<file path="src/rtl/mdb_pkg.sv">
// Shared types and helpers for the multi-channel button debouncer.
package mdb_pkg;

  typedef enum logic [1:0] {
    RPT_IDLE   = 2'd0,
    RPT_DELAY  = 2'd1,
    RPT_REPEAT = 2'd2
  } rpt_state_t;

  function automatic int max(input int a, input int b);
    return (a > b) ? a : b;
  endfunction

endpackage

</file>
<file path="src/rtl/debounce_channel.sv">
// One button channel: 2-flop synchroniser, tick-sampled stability filter and
// an auto-repeat FSM that emits periodic pulses while the button stays held.
module debounce_channel
  import mdb_pkg::*;
#(
  parameter int STABLE_TICKS = 3,
  parameter int REPEAT_DELAY = 0,
  parameter int REPEAT_RATE  = 8
) (
  input  logic clk,
  input  logic rst_n,
  input  logic tick,
  input  logic raw,
  output logic level,
  output logic press_pulse,
  output logic release_pulse,
  output logic repeat_pulse
);

  localparam int CW = $clog2(STABLE_TICKS + 1);
  localparam int RW = $clog2(max(REPEAT_DELAY, REPEAT_RATE) + 1);
  localparam logic [CW-1:0] CNT_LAST   = CW'(STABLE_TICKS - 1);
  localparam logic [RW-1:0] DELAY_LAST = RW'((REPEAT_DELAY > 0) ? REPEAT_DELAY - 1 : 0);
  localparam logic [RW-1:0] RATE_LAST  = RW'((REPEAT_RATE > 0) ? REPEAT_RATE - 1 : 0);
  localparam bit            RPT_EN     = (REPEAT_DELAY > 0);

  logic [1:0]    r_sync;
  logic [CW-1:0] r_cnt;
  logic          r_level;
  logic          r_press;
  logic          r_release;
  logic          r_repeat;
  rpt_state_t    r_state;
  logic [RW-1:0] r_rpt;

  logic w_s;
  logic w_decide;
  logic w_press_evt;
  logic w_rel_evt;

  assign w_s         = r_sync[1];
  assign w_decide    = tick && (w_s != r_level) && (r_cnt == CNT_LAST);
  assign w_press_evt = w_decide && w_s;
  assign w_rel_evt   = w_decide && !w_s;

  assign level         = r_level;
  assign press_pulse   = r_press;
  assign release_pulse = r_release;
  assign repeat_pulse  = r_repeat;

  always_ff @(posedge clk) begin
    if (!rst_n) begin
      r_sync <= '0;
    end else begin
      r_sync <= {r_sync[0], raw};
    end
  end

  // Any sample agreeing with the current level restarts the run, so only
  // STABLE_TICKS consecutive disagreeing samples can flip the level.
  always_ff @(posedge clk) begin
    if (!rst_n) begin
      r_cnt     <= '0;
      r_level   <= 1'b0;
      r_press   <= 1'b0;
      r_release <= 1'b0;
    end else begin
      r_press   <= w_press_evt;
      r_release <= w_rel_evt;
      if (tick) begin
        if (w_s == r_level) begin
          r_cnt <= '0;
        end else if (r_cnt == CNT_LAST) begin
          r_level <= w_s;
          r_cnt   <= '0;
        end else begin
          r_cnt <= r_cnt + 1'b1;
        end
      end
    end
  end

  // Release wins over a repeat that would fall on the same tick.
  always_ff @(posedge clk) begin
    if (!rst_n) begin
      r_state  <= RPT_IDLE;
      r_rpt    <= '0;
      r_repeat <= 1'b0;
    end else begin
      r_repeat <= 1'b0;
      if (w_rel_evt) begin
        r_state <= RPT_IDLE;
        r_rpt   <= '0;
      end else begin
        case (r_state)
          RPT_IDLE: begin
            if (RPT_EN && w_press_evt) begin
              r_state <= RPT_DELAY;
              r_rpt   <= '0;
            end
          end
          RPT_DELAY: begin
            if (tick) begin
              if (r_rpt == DELAY_LAST) begin
                r_repeat <= 1'b1;
                r_rpt    <= '0;
                r_state  <= RPT_REPEAT;
              end else begin
                r_rpt <= r_rpt + 1'b1;
              end
            end
          end
          RPT_REPEAT: begin
            if (tick) begin
              if (r_rpt == RATE_LAST) begin
                r_repeat <= 1'b1;
                r_rpt    <= '0;
              end else begin
                r_rpt <= r_rpt + 1'b1;
              end
            end
          end
          default: begin
            r_state <= RPT_IDLE;
            r_rpt   <= '0;
          end
        endcase
      end
    end
  end

endmodule

</file>
<file path="src/rtl/multi_debouncer.sv">
// N-channel push-button debouncer: one shared sample-tick generator driving
// N_CH independent debounce_channel instances.
module multi_debouncer
  import mdb_pkg::*;
#(
  parameter int N_CH         = 4,
  parameter int TICK_DIV     = 25000,
  parameter int STABLE_TICKS = 3,
  parameter int REPEAT_DELAY = 0,
  parameter int REPEAT_RATE  = 8
) (
  input  logic            clk,
  input  logic            rst_n,
  input  logic [N_CH-1:0] btn_in,
  output logic [N_CH-1:0] btn_level,
  output logic [N_CH-1:0] press_pulse,
  output logic [N_CH-1:0] release_pulse,
  output logic [N_CH-1:0] repeat_pulse,
  output logic            tick
);

  localparam int            TW        = (TICK_DIV > 1) ? $clog2(TICK_DIV) : 1;
  localparam logic [TW-1:0] TICK_LAST = TW'(TICK_DIV - 1);

  logic [TW-1:0] r_tick_cnt;
  logic          w_tick;

  assign w_tick = (r_tick_cnt == TICK_LAST);
  assign tick   = w_tick;

  // Explicit wrap keeps the period exact for non-power-of-two dividers.
  always_ff @(posedge clk) begin
    if (!rst_n) begin
      r_tick_cnt <= '0;
    end else if (w_tick) begin
      r_tick_cnt <= '0;
    end else begin
      r_tick_cnt <= r_tick_cnt + 1'b1;
    end
  end

  for (genvar g = 0; g < N_CH; g++) begin : g_ch
    debounce_channel #(
      .STABLE_TICKS(STABLE_TICKS),
      .REPEAT_DELAY(REPEAT_DELAY),
      .REPEAT_RATE (REPEAT_RATE)
    ) u_ch (
      .clk          (clk),
      .rst_n        (rst_n),
      .tick         (w_tick),
      .raw          (btn_in[g]),
      .level        (btn_level[g]),
      .press_pulse  (press_pulse[g]),
      .release_pulse(release_pulse[g]),
      .repeat_pulse (repeat_pulse[g])
    );
  end

endmodule

</file>
<file path="config.mk">
export PLATFORM = sky130hd
export DESIGN_NAME = multi_debouncer
export DESIGN_NICKNAME = d
export VERILOG_FILES = /design/src/rtl/mdb_pkg.sv /design/src/rtl/debounce_channel.sv /design/src/rtl/multi_debouncer.sv
export SDC_FILE = /design/constraint.sdc
export NUM_CORES = 1
export LEC_CHECK = 0
export ABC_AREA = 1
export ABC_CLOCK_PERIOD_IN_PS = 1900
export BUFFER_PORTS_ARGS = -buffer_cell sky130_fd_sc_hd__clkbuf_2
export CAP_MARGIN = 20
export CORE_MARGIN = 2
export CORE_UTILIZATION = 55
export DETAILED_ROUTE_END_ITERATION = 12
export GPL_ROUTABILITY_DRIVEN = 0
export HOLD_SLACK_MARGIN = 0.02
export PLACE_DENSITY = 0.82
export SYNTH_ARGS = -nofsm -noshare
export SYNTH_HDL_FRONTEND = slang
export SYNTH_SLANG_ARGS = --single-unit
</file>
<file path="constraint.sdc">
create_clock -name clk -period 1.9 [get_ports clk]
set_input_delay 0.095 -clock clk [delete_from_list [all_inputs] [get_ports clk]]
set_output_delay 0.095 -clock clk [all_outputs]
set_load 0.01 [all_outputs]
</file>
## Yosys cells after proc, flatten, opt, wreduce, memory -nomap -nowiden

Cells that the tools add are included.

- Register bits after elaboration: 71
- Bits in latches: 0
- Memory bits (writable): 0
- Bits in read-only memories: 0
- Input port bits: 6
- Memories: 0

- Add/sub/neg operators: 9
- $mul: 0
- Div/mod/pow operators: 0
- Order comparisons: 0
- Equal/unequal tests: 37
- Shifts and indexed selects: 0
- Multiplexer cells: 60
- Bitwise logic cells: 13
- Reduce and logical (&&, ||, !) cells: 49

Operators by type and width:

| cell | number |
|---|---|
| $mux 4 | 16 |
| $pmux 4 s3 | 4 |
| $reduce_and 3->1 | 12 |
| $mux 2 | 16 |
| $reduce_or 2->1 | 9 |
| $add 4x1->4 const B | 4 |
| $eq 2x2->1 const B | 8 |
| $eq 4x3->1 const B | 4 |
| $logic_and 1x1->1 | 16 |
| $logic_not 4->1 | 4 |
| $mux 1 | 16 |
| $pmux 2 s2 | 4 |
| $add 15x1->15 const B | 1 |
| $eq 15x15->1 const B | 1 |
| $not 1->1 | 13 |
| $ne 2x1->1 const B | 6 |
| $ne 2x2->1 const B | 6 |
| $add 2x1->2 const B | 4 |
| $eq 2x1->1 const B | 4 |
| $logic_not 2->1 | 4 |
| $pmux 1 s2 | 4 |
| $eq 1x1->1 | 4 |
| $logic_not 1->1 | 4 |
| $ne 1x1->1 | 4 |

## Longest topological paths before layout

Gate-level depths: netlist of run 1.

- Word-level depth: 5
- Depth in mapped cells: 10

## By module

From an unflattened synthesis of run 1, not the netlist that was laid out.

- Cells, all modules: 280
- Area total of the unflattened synthesis: 1989.4 µm²

By module, submodules not included:

| module | instances | cells each | area each (µm²) |
|---|---|---|---|
| debounce_channel | 4 | 37 | 286.5 |
| multi_debouncer | 1 | 132 | 843.3 |

## Least setup slack after synthesis of run 1

Ideal clock, no wire load.

- Path type: flip-flop to flip-flop
- Start: register r_tick_cnt[0]
- End: register r_tick_cnt[10]
- Library setup time: 122 ps
- Arrival: 1205 ps
- Data required time: 1778 ps
- Slack: 574 ps
- Cell stages (with the launch flop): 10
- Path through: dfxtp_1 > ha_1 > nand2_1 > inv_1 > nand2_1 > nor2_4 > nand2_4 > nand2_4 > buf_6 > a21oi_1

- Cells in the longest elaborated chain, start to end: 2
- Elaborated cells on any way between the ends: 3

Ends and longest elaborated chain:

| item | RTL line | text |
|---|---|---|
| from (decl) | multi_debouncer.sv:25 | `logic [TW-1:0] r_tick_cnt;` |
| from (signal assigned) | multi_debouncer.sv:38 | `r_tick_cnt <= r_tick_cnt + 1'b1;` |
| branches (longest 2 deep; another with $add 15x1->15) | - |  |

Several ways; the timed one is not identified.
A chain may end at the register's enable or synchronous reset.

## Final worst setup path of run 1

- Start: register r_tick_cnt[0]
- End: output tick

- Cells in the longest elaborated chain, start to end: 1

Ends and longest elaborated chain:

| item | RTL line | text |
|---|---|---|
| $eq 15x15->1 | multi_debouncer.sv:28 | `assign w_tick = (r_tick_cnt == TICK_LAST);` |
| to (decl) | multi_debouncer.sv:19 | `output logic tick` |

No other way between the ends.

==> flow_metrics.env, run 1 <==
export IMPL_finalCritPeriodShare_pct=85.0
export IMPL_antenna_left=0
export IMPL_hold_violations=0
export IMPL_drt_wl_total_um=3360
export IMPL_hold_start="rst_n"
export IMPL_cp_startpoint="r_tick_cnt[0]"
export IMPL_clkTransAtPathRegs_ps=80
export IMPL_nets=296
export IMPL_post_route_min_period_ps=1610
export IMPL_via_per_inst=4.74
export IMPL_grt_usage_pct=18.4
export IMPL_grt_overflow_total=0
export IMPL_port_buffers=18
export IMPL_n_antenna_cell=0
export IMPL_ys_ff_latch=43
export IMPL_placementRows=22
export IMPL_setup_ws_ps=286
export IMPL_synthDistinctLibCells=27
export IMPL_cts_tree="done"
export IMPL_dieArea_um2=4180
export IMPL_dpl_hpwl_um=2360
export IMPL_fmax_mhz=620
export IMPL_power_leakage_nw=0.958
export IMPL_synth_edf_count=0
export IMPL_fillerInstances=317
export IMPL_yosys_cell_count_top_type="nand2_1"
export IMPL_post_cts_resized=0
export IMPL_yosys_area_top_type="dfxtp_1"
export IMPL_grt_use_met2_pct=28.5
export IMPL_async_flop_share_pct=0
export IMPL_ys_warnings_count=0
export IMPL_use_met1_pct=23.2
export IMPL_worstHoldPathType="primary input to flip-flop"
export IMPL_status="finished, final reports clean"
export IMPL_cts_root_buf="clkbuf_8"
export IMPL_setup_viol=0
export IMPL_grt_pass1_vias=1429
export IMPL_timing_rr_start="r_tick_cnt[0]"
export IMPL_dr_total_vias=1603
export IMPL_cellPowerDensity_nw_per_um2=708
export IMPL_clkSinkCount=43
export IMPL_start_kind="flip-flop"
export IMPL_grtUsageMet3_pct=5.73
export IMPL_cp_end_kind="primary output"
export IMPL_rsz0062_at_grt="no"
export IMPL_clockBufferDepth=2
export IMPL_grt_max_degree=29
export IMPL_synth_top_area_share_pct=42.5
export IMPL_antenna_found_initial=0
export IMPL_die_h_um=64.7
export IMPL_max_slew_margin_pct=62.8
export IMPL_path_class="flip-flop to primary output"
export IMPL_drive_gt1_share_pct=13.8
export IMPL_drt_initial_drc_count=70
export IMPL_synthToLayoutAreaGrowth_pct=7.04
export IMPL_drc=0
export IMPL_clock_skew_ps=3.96
export IMPL_syn_area_per_cell_um2=7.31
export IMPL_io_pins=23
export IMPL_cp_required_ps=1800
export IMPL_clk_latency_ps=300
export IMPL_grt_busiest_layer="met2"
export IMPL_wl_per_cell_um=9.95
export IMPL_peakVddDrop_mv=0.473
export IMPL_dr_pass1_iters=4
export IMPL_tightest_slew_ps=559
export IMPL_synth_flop_cell="dfxtp_1"
export IMPL_core_area_um2=3610
export IMPL_cts_buffers=5
export IMPL_start_util_pct=56.2
export IMPL_htree_levels=2
export IMPL_die_x_um=64.7
export IMPL_synthCells=277
export IMPL_pre_cts_ws_ps=457
export IMPL_grt_pass1_wl_um=5940
export IMPL_whs_ps=347
export IMPL_drv_slew=0
export IMPL_ys_top_cells_by_area="dfxtp_1, nand2_1, inv_1"
export IMPL_maxCapViolCount=0
export IMPL_ys_top_cells_by_count="nand2_1, inv_1, dfxtp_1"
export IMPL_synth_area_um2=2030
export IMPL_path_max_fanout=6
export IMPL_synth_seq_area_share_pct=42.5
export IMPL_tns_ps=0
export IMPL_arrival_ps=1520
==> metal layers <==
metal	part of all wire (%)	up-vias
met1	48	693
met4	2.0	0
met5	0	-
met3	4.7	7
met2	45	42
li1	-	861
==> logic make-up after synthesis <==
kind of cell               share of synthesized area [%]
and+or+nand+nor                                     33.0
buffers and inverters                               15.6
DFF                                                 42.5
AOI/OAI and AO/OA                                   5.06
xor gates and xnor gates                            3.03
adders and majority gates                          0.618
other                                              0.185
==> worst paths after layout <==
path | endpoint | slack [ps] | depth (start not counted)
max | tick | 290 | 8
min | g_ch[0].u_ch.r_sync[1] | 350 | 3
max reg2reg | g_ch[3].u_ch.r_cnt[1] | 450 | 8
min reg2reg | g_ch[2].u_ch.r_sync[1] | 420 | 2
==> critical path, stage by stage (launching register included) <==
cell	delay [ps]
dfxtp_1	350
ha_1	220
nand2_1	60
inv_1	70
nand2_1	80
nor2_4	150
nand2_4	100
inv_1	70
clkbuf_2	120
==> registers in the layout (all words and copies together) (netlist names) <==
| register | cells |
|---|---|
| g_ch.u_ch.level | 4 |
| g_ch.u_ch.press_pulse | 4 |
| g_ch.u_ch.r_cnt | 8 |
| g_ch.u_ch.r_sync | 8 |
| g_ch.u_ch.release_pulse | 4 |
| r_tick_cnt | 15 |
==> layout by cell type (no fill, tap or decap), types with 2 or more instances in the layout <==
cell / synthesis / routed
nand2_1: 53 / 53
nor3_2: 2 / 2
xor2_1: 6 / 6
nand2_4: 2 / 2
dlygate4sd3_1: 0 / 4
nand3_1: 22 / 22
clkbuf_2: 0 / 18
nor3_1: 5 / 5
clkbuf_8: 0 / 5
conb_1: 1 / 4
o21ai_0: 6 / 6
nor2_4: 3 / 3
o21bai_1: 3 / 3
nor2_2: 4 / 4
a21oi_1: 10 / 10
dfxtp_1: 43 / 43
nor2_1: 33 / 33
nand3_2: 2 / 2
inv_1: 45 / 45
nand4_1: 11 / 11
==> report_power, final <==
part / total (W) / switching (W) / internal [W]
Clock: 0.000558 / 0.000302 / 0.000257
Sequential: 0.000922 / 0.00000846 / 0.000914
Combinational: 0.0000549 / 0.0000354 / 0.0000195
==> layout make-up <==
class                   count  area [um2]  share of cell area (%)
clock buffers               6        72.6                    3.35
clock inverters             2        12.5                   0.577
inverters                  46         173                    7.96
multi-input cells         171         860                    39.6
flip-flops and latches     43         861                    39.7
well taps                  48        60.1                    2.77
repair buffers             22         130                    6.00
==> per-stage QoR <==
| step | power, W | cells | cell area [um2] | util, % |
|---|---|---|---|---|
| after floorplan | 0.000987 | 280 | 2040 | - |
| after CTS | 0.00156 | 338 | 2170 | 60.1 |
| final | 0.00154 | 338 | 2170 | 60.1 |
| after global placement | 0.000989 | 326 | 2040 | 56.7 |
| after global routing | 0.00160 | 338 | 2170 | 60.1 |
| after detailed placement | 0.000991 | 326 | 2040 | 56.7 |
==> timing repair <==
item	in CTS	in global routing
hold buffers	4	0
setup buffers	0	0
endpoints found under the hold margin	4	0
(Power assumes the default switching activity.)
==> run 2: changes to the inputs <==
- ABC_CLOCK_PERIOD_IN_PS: 1900 -> 1500
- clock period: 1.9 -> 1.5 ns (I/O delays scaled with it)
==> flow_metrics.env, run 2 (synthesis results as in run 1) <==
export IMPL_rr_endpoint="g_ch[1].u_ch.level"
export IMPL_max_stage_delay_ps=370
export IMPL_ff2ff_setup_slack_ps=80
export IMPL_io_pins=23
export IMPL_finalPower_w=0.00197
export IMPL_power_leakage_nw=1.02
export IMPL_synthToLayoutAreaGrowth_pct=15.6
export IMPL_p_clk_share_pct=36.3
export IMPL_cp_depth=8
export IMPL_dpl_hpwl_um=2530
export IMPL_clock_skew_ps=3.13
export IMPL_final_common_cell="nand2_1"
export IMPL_cp_end_kind="primary output"
export IMPL_drt_initial_drc_count=101
export IMPL_grt_pass1_vias=1531
export IMPL_switching_power_w=0.000455
export IMPL_n_antenna_cell=0
export IMPL_crit_family="flip-flops"
export IMPL_path_max_fanout=4
export IMPL_port_buffers=18
export IMPL_grt_overflow_total=0
export IMPL_dieArea_um2=4180
export IMPL_cts_tree="done"
export IMPL_path_cells="ha_4 > nand2_2 > inv_2 > nand2_2 > nor2_4 > nand2_4 > inv_1 > clkbuf_2"
export IMPL_largestRegisters="r_tick_cnt: 15 flops, g_ch.u_ch.r_cnt: 8 flops, g_ch.u_ch.r_sync: 8 flops"
export IMPL_setup_viol=0
export IMPL_seqPwrFrac_pct=59.5
export IMPL_clockBufferDepth=2
export IMPL_clkSinkCount=43
export IMPL_cts_buffers=5
export IMPL_cp_required_ps=1420
export IMPL_core_area_um2=3610
export IMPL_drv_slew=0
export IMPL_via_per_inst=4.95
export IMPL_start_util_pct=56.2
export IMPL_placementRows=22
export IMPL_nets=306
export IMPL_htree_levels=2
export IMPL_antenna_found_initial=0
export IMPL_placed_area_um2=2070
export IMPL_r2r_worst_path_cells=11
export IMPL_worstHoldPathType="primary input to flip-flop"
export IMPL_finalCritPeriodShare_pct=97.2
export IMPL_endpoint="tick"
export IMPL_dr_pass1_iters=5
export IMPL_clkTransAtPathRegs_ps=80
export IMPL_peakVddDrop_mv=0.625
export IMPL_clk_latency_ps=290
export IMPL_netSwitchingFraction_pct=23.1
export IMPL_layout_common_cells="nand2_1, inv_1, dfxtp_1"
export IMPL_grt_pass1_wl_um=6400
export IMPL_regMostFlops="r_tick_cnt"
export IMPL_timing_rr_start="r_tick_cnt[0]"
export IMPL_die_h_um=64.7
export IMPL_crit_buf_inv=3
export IMPL_antenna_left=0
export IMPL_min_path_cells=3
export IMPL_p_comb_share_pct=4.1
export IMPL_post_route_min_period_ps=1460
export IMPL_arrival_ps=1380
export IMPL_status="finished, final reports clean"
export IMPL_rsz0062_at_grt="yes"
export IMPL_grt_usage_pct=19.8
export IMPL_dr_total_vias=1724
export IMPL_critPathSlowestCell="dfxtp_4"
export IMPL_setup_ws_ps=41.8
export IMPL_critPathMostFrequentCell="nand2_2"
export IMPL_fmax_mhz=686
export IMPL_wl_per_cell_um=11.3
export IMPL_path_class="flip-flop to primary output"
export IMPL_pre_cts_ws_ps=23.8
export IMPL_stdcell_area_um2=2340
export IMPL_maxCapViolCount=0
export IMPL_internal_power_w=0.00151
export IMPL_cp_startpoint="r_tick_cnt[0]"
export IMPL_start_kind="flip-flop"
export IMPL_largest_reg_flops=15
export IMPL_drt_wl_total_um=3940
export IMPL_hold_violations=0
export IMPL_die_x_um=64.7
export IMPL_cts_root_buf="clkbuf_8"
export IMPL_cellPowerDensity_nw_per_um2=841
export IMPL_grt_max_degree=20
export IMPL_drive_gt1_share_pct=21.0
export IMPL_drc=0
==> run 2: how the worst min path moves through the flow <==
stage | start | to | slack (ps)
4_1_cts | rst_n | g_ch[1].u_ch.r_sync[1] | 210
5_1_grt | rst_n | g_ch[1].u_ch.r_sync[1] | 260
6_report | rst_n | g_ch[0].u_ch.r_sync[1] | 240
3_3_place_gp | btn_in[3] | g_ch[3].u_ch.r_sync[0] | 260
2_1_floorplan | btn_in[0] | g_ch[0].u_ch.r_sync[0] | 170
3_5_place_dp | btn_in[2] | g_ch[2].u_ch.r_sync[0] | 270
==> run 2: stage by stage <==
step	std cells	hold WS, ps	utilization (%)	setup TNS [ps]
floorplan	280	173	-	0
global placement	329	255	57.3	0
detailed placement	329	265	57.3	0
CTS	344	205	62.2	0
global route	348	263	64.9	-247
finish	348	235	64.9	0
==> run 2: worst register-to-register path: stages (launching register included) <==
cell	delay (ps)
dfxtp_4	370
ha_4	140
nand2_2	60
inv_2	70
nand2_2	60
nor2_4	120
nand2_4	80
buf_12	140
nor2_4	120
nand2_1	70
nand2_1	60
nand2_1	40
==> run 2: power by group through the flow <==
stage          combinational (W)  sequential, W  clock (W)
3_3_place_gp           0.0000612        0.00119          0
5_1_grt                0.0000915        0.00117   0.000771
4_1_cts                0.0000744        0.00117   0.000725
2_1_floorplan          0.0000577        0.00119          0
3_5_place_dp           0.0000634        0.00120          0
6_report               0.0000811        0.00117   0.000715
==> run 2: layer usage <==
layer | vias up | global-route usage, % | share of wire (%) | wire length [um]
li1 | 881 | - | - | -
met1 | 756 | 24.2 | 44 | 1720
met2 | 73 | 32.0 | 47 | 1850
met3 | 14 | 4.86 | 6.0 | 238
met4 | 0 | 10.9 | 3.2 | 127
met5 | - | 0 | 0 | 0
==> run 2: area by class of cell <==
class | count | area (um2)
multi-input combinational | 171 | 933
tap | 48 | 60.1
fill | 289 | 1260
clock inverter | 2 | 12.5
clock buffer | 6 | 72.6
sequential | 43 | 868
inverter | 46 | 173
timing repair buffer | 32 | 221
==> run 2: repair_timing <==
item,CTS,global route
pin swaps,1,6
endpoints found under the hold margin,4,0
setup endpoints to repair,1,30
gates cloned,0,0
gates resized for setup,5,17
hold buffers,4,0
setup buffers,3,4
==> run 3: changes to the inputs <==
- CORE_UTILIZATION: 55 -> 54
- PLACE_DENSITY: 0.82 -> 0.81
- SYNTH_HIERARCHICAL: not set -> 1
==> flow_metrics.env, run 3 <==
export IMPL_clockBufferDepth=2
export IMPL_synth_edf_count=0
export IMPL_stdcell_area_um2=2550
export IMPL_cellPowerDensity_nw_per_um2=854
export IMPL_n_antenna_cell=0
export IMPL_cts_buffers=5
export IMPL_path_cells="ha_4 > inv_2 > nor2_2 > nand2_1 > nor2_2 > nand2_2 > clkinvlp_4 > buf_6 > nand2_4 > nor2_4 > nand3_2 > nand2_1 > nand2_1"
export IMPL_netSwitchingFraction_pct=21.9
export IMPL_internal_power_w=0.00170
export IMPL_power_leakage_nw=1.18
export IMPL_critPathSlowestCell="dfxtp_2"
export IMPL_final_common_cell="nand2_1"
export IMPL_dieArea_um2=4190
export IMPL_min_path_cells=3
export IMPL_r2r_worst_path_cells=13
export IMPL_ys_top_cells_by_count="nand2_1, inv_1, dfxtp_1"
export IMPL_path_class="flip-flop to flip-flop"
export IMPL_post_route_min_period_ps=1540
export IMPL_die_h_um=64.7
export IMPL_htree_levels=2
export IMPL_synth_seq_area_share_pct=43.3
export IMPL_drt_initial_drc_count=91
export IMPL_wl_per_cell_um=11.0
export IMPL_ys_warnings_count=6
export IMPL_yosys_cell_count_top_type="nand2_1"
export IMPL_finalCritPeriodShare_pct=103
export IMPL_final_cells=381
export IMPL_hold_violations=0
export IMPL_cp_startpoint="r_tick_cnt[1]"
export IMPL_switching_power_w=0.000477
export IMPL_critPathMostFrequentCell="nand2_1"
export IMPL_status="complete, but fails checks"
export IMPL_rsz0062_at_grt="yes"
export IMPL_grt_usage_pct=22.0
export IMPL_setup_ws_ps=-44.9
export IMPL_ys_ff_latch=43
export IMPL_synth_area_um2=1990
export IMPL_maxCapViolCount=0
export IMPL_yosys_area_top_type="dfxtp_1"
export IMPL_synthCells=280
export IMPL_path_max_fanout=7
export IMPL_antenna_found_initial=0
export IMPL_synth_top_area_share_pct=43.3
export IMPL_setup_viol=7
export IMPL_layout_common_cells="nand2_1, inv_1, dfxtp_1"
export IMPL_async_flop_share_pct=0
export IMPL_timing_rr_start="r_tick_cnt[1]"
export IMPL_core_area_um2=3610
export IMPL_clkSinkCount=43
export IMPL_p_comb_share_pct=5.2
export IMPL_synthDistinctLibCells=21
export IMPL_max_stage_delay_ps=360
export IMPL_placed_area_um2=2270
export IMPL_grt_max_degree=17
export IMPL_finalPower_w=0.00218
export IMPL_dr_total_vias=1815
export IMPL_fmax_mhz=647
export IMPL_largestRegisters="r_tick_cnt: 15 flops, g_ch.u_ch/r_cnt: 8 flops, g_ch.u_ch/r_sync: 8 flops"
export IMPL_die_x_um=64.7
export IMPL_cts_root_buf="clkbuf_8"
export IMPL_peakVddDrop_mv=0.695
export IMPL_port_buffers=18
export IMPL_via_per_inst=4.76
export IMPL_grt_overflow_total=0
export IMPL_largest_reg_flops=15
export IMPL_syn_area_per_cell_um2=7.11
export IMPL_ys_top_cells_by_area="dfxtp_1, nand2_1, inv_1"
export IMPL_seqPwrFrac_pct=53.7
export IMPL_clk_latency_ps=300
export IMPL_drt_wl_total_um=4190
export IMPL_clkTransAtPathRegs_ps=80
export IMPL_dr_pass1_iters=4
export IMPL_hold_start="rst_n"
export IMPL_start_kind="flip-flop"
export IMPL_synthToLayoutAreaGrowth_pct=28.3
export IMPL_grt_pass1_vias=1695
export IMPL_clock_skew_ps=6.77
export IMPL_worstHoldPathType="primary input to flip-flop"
export IMPL_violations="negative setup slack"
export IMPL_synth_flop_cell="dfxtp_1"
export IMPL_nets=339
export IMPL_start_util_pct=55.2
export IMPL_dpl_cell_count=362
export IMPL_cts_tree="done"
export IMPL_antenna_left=0
export IMPL_dpl_hpwl_um=2790
export IMPL_arrival_ps=1740
export IMPL_p_clk_share_pct=41.1
export IMPL_drv_slew=0
export IMPL_regMostFlops="r_tick_cnt"
export IMPL_drive_gt1_share_pct=28.8
export IMPL_placementRows=22
export IMPL_cp_required_ps=1690
export IMPL_cp_end_kind="flip-flop"
export IMPL_synthesis_nets=287
export IMPL_drc=0
export IMPL_grt_pass1_wl_um=7160
export IMPL_io_pins=23
[run 3: cell types whose count changed after synthesis, sizes merged, moves of 5 or more]
cell	delta
nand4	+6
a21oi	+5
nand3	-12
buf	-13
nand2	+30
inv	+9
nor2	-7
o21ai	-6
[run 3: what timing repair did]
item | in CTS | in global routing
hold buffers | 4 | 0
pin swaps | 4 | 12
setup endpoints to repair | 19 | 34
endpoints found under the hold margin | 4 | 0
gates resized for setup | 8 | 11
setup buffers | 5 | 2
[run 3: metal layers]
layer / vias to the layer above / global-route usage [%] / wire length [um]
met5: - / 0 / 0
met4: 0 / 7.45 / 89
met3: 15 / 5.21 / 137
met2: 40 / 41.8 / 2260
met1: 803 / 23.6 / 1710
li1: 957 / - / -
[run 3: path summary, 6_finish.rpt]
check,end,slack [ps]
worst max register to register,g_ch[3].u_ch/level,-40
worst min-delay path,g_ch[2].u_ch/r_sync[1],200
worst min register to register,g_ch[1].u_ch/r_sync[1],420
worst max-delay path,g_ch[3].u_ch/level,-40
[run 3: logic make-up (layout without fill, tap and decap cells)]
| logic type | after synthesis | count (layout) | synth area share [%] |
|---|---|---|---|
| other | 4 | 4 | 0.754 |
| XOR/XNOR | 3 | 3 | 1.32 |
| flip-flops | 43 | 43 | 43.3 |
| AO/OA/AOI/OAI | 15 | 15 | 4.15 |
| buffers and inverters | 60 | 113 | 12.5 |
| adder cells (fa/ha/maj) | 1 | 1 | 0.629 |
| AND/OR/NAND/NOR | 154 | 154 | 37.4 |
[run 3: area by class of cell]
cell class / instances / area [um2]
clock buffers: 5 / 68.8
clock inverters: 3 / 43.8
fillers: 293 / 1050
inverters: 55 / 210
multi-input cells: 177 / 945
flip-flops and latches: 43 / 863
well taps: 48 / 60.1
repair buffers: 50 / 362
[run 3: stage by stage]
step | hold WS [ps] | TNS, ps | setup WS [ps] | utilization (%)
6_report | 198 | -140 | -44.9 | 70.8
5_1_grt | 213 | -3000 | -208 | 70.8
4_1_cts | 192 | -628 | -78.0 | 69.4
3_5_place_dp | 259 | -347 | -71.1 | 63.1
3_3_place_gp | 253 | -12.0 | -12.0 | 63.1
2_1_floorplan | 168 | -118 | -48.9 | -
[run 3: power groups by stage]
stage                     clock network [W]  registers [W]   logic, W
after floorplan                           0        0.00120  0.0000618
after global placement                    0        0.00120  0.0000923
after detailed placement                  0        0.00120  0.0000944
after CTS                          0.000913        0.00117   0.000104
after global routing               0.000961        0.00117   0.000128
final                              0.000895        0.00117   0.000113
[run 3: worst max-delay path: cells and delay by family, from the launching register on]
kind	cells	cell delay, ps
adder cells (fa/ha/maj)	1	140
buffers and inverters	3	290
flip-flops	1	360
AND/OR/NAND/NOR	9	660
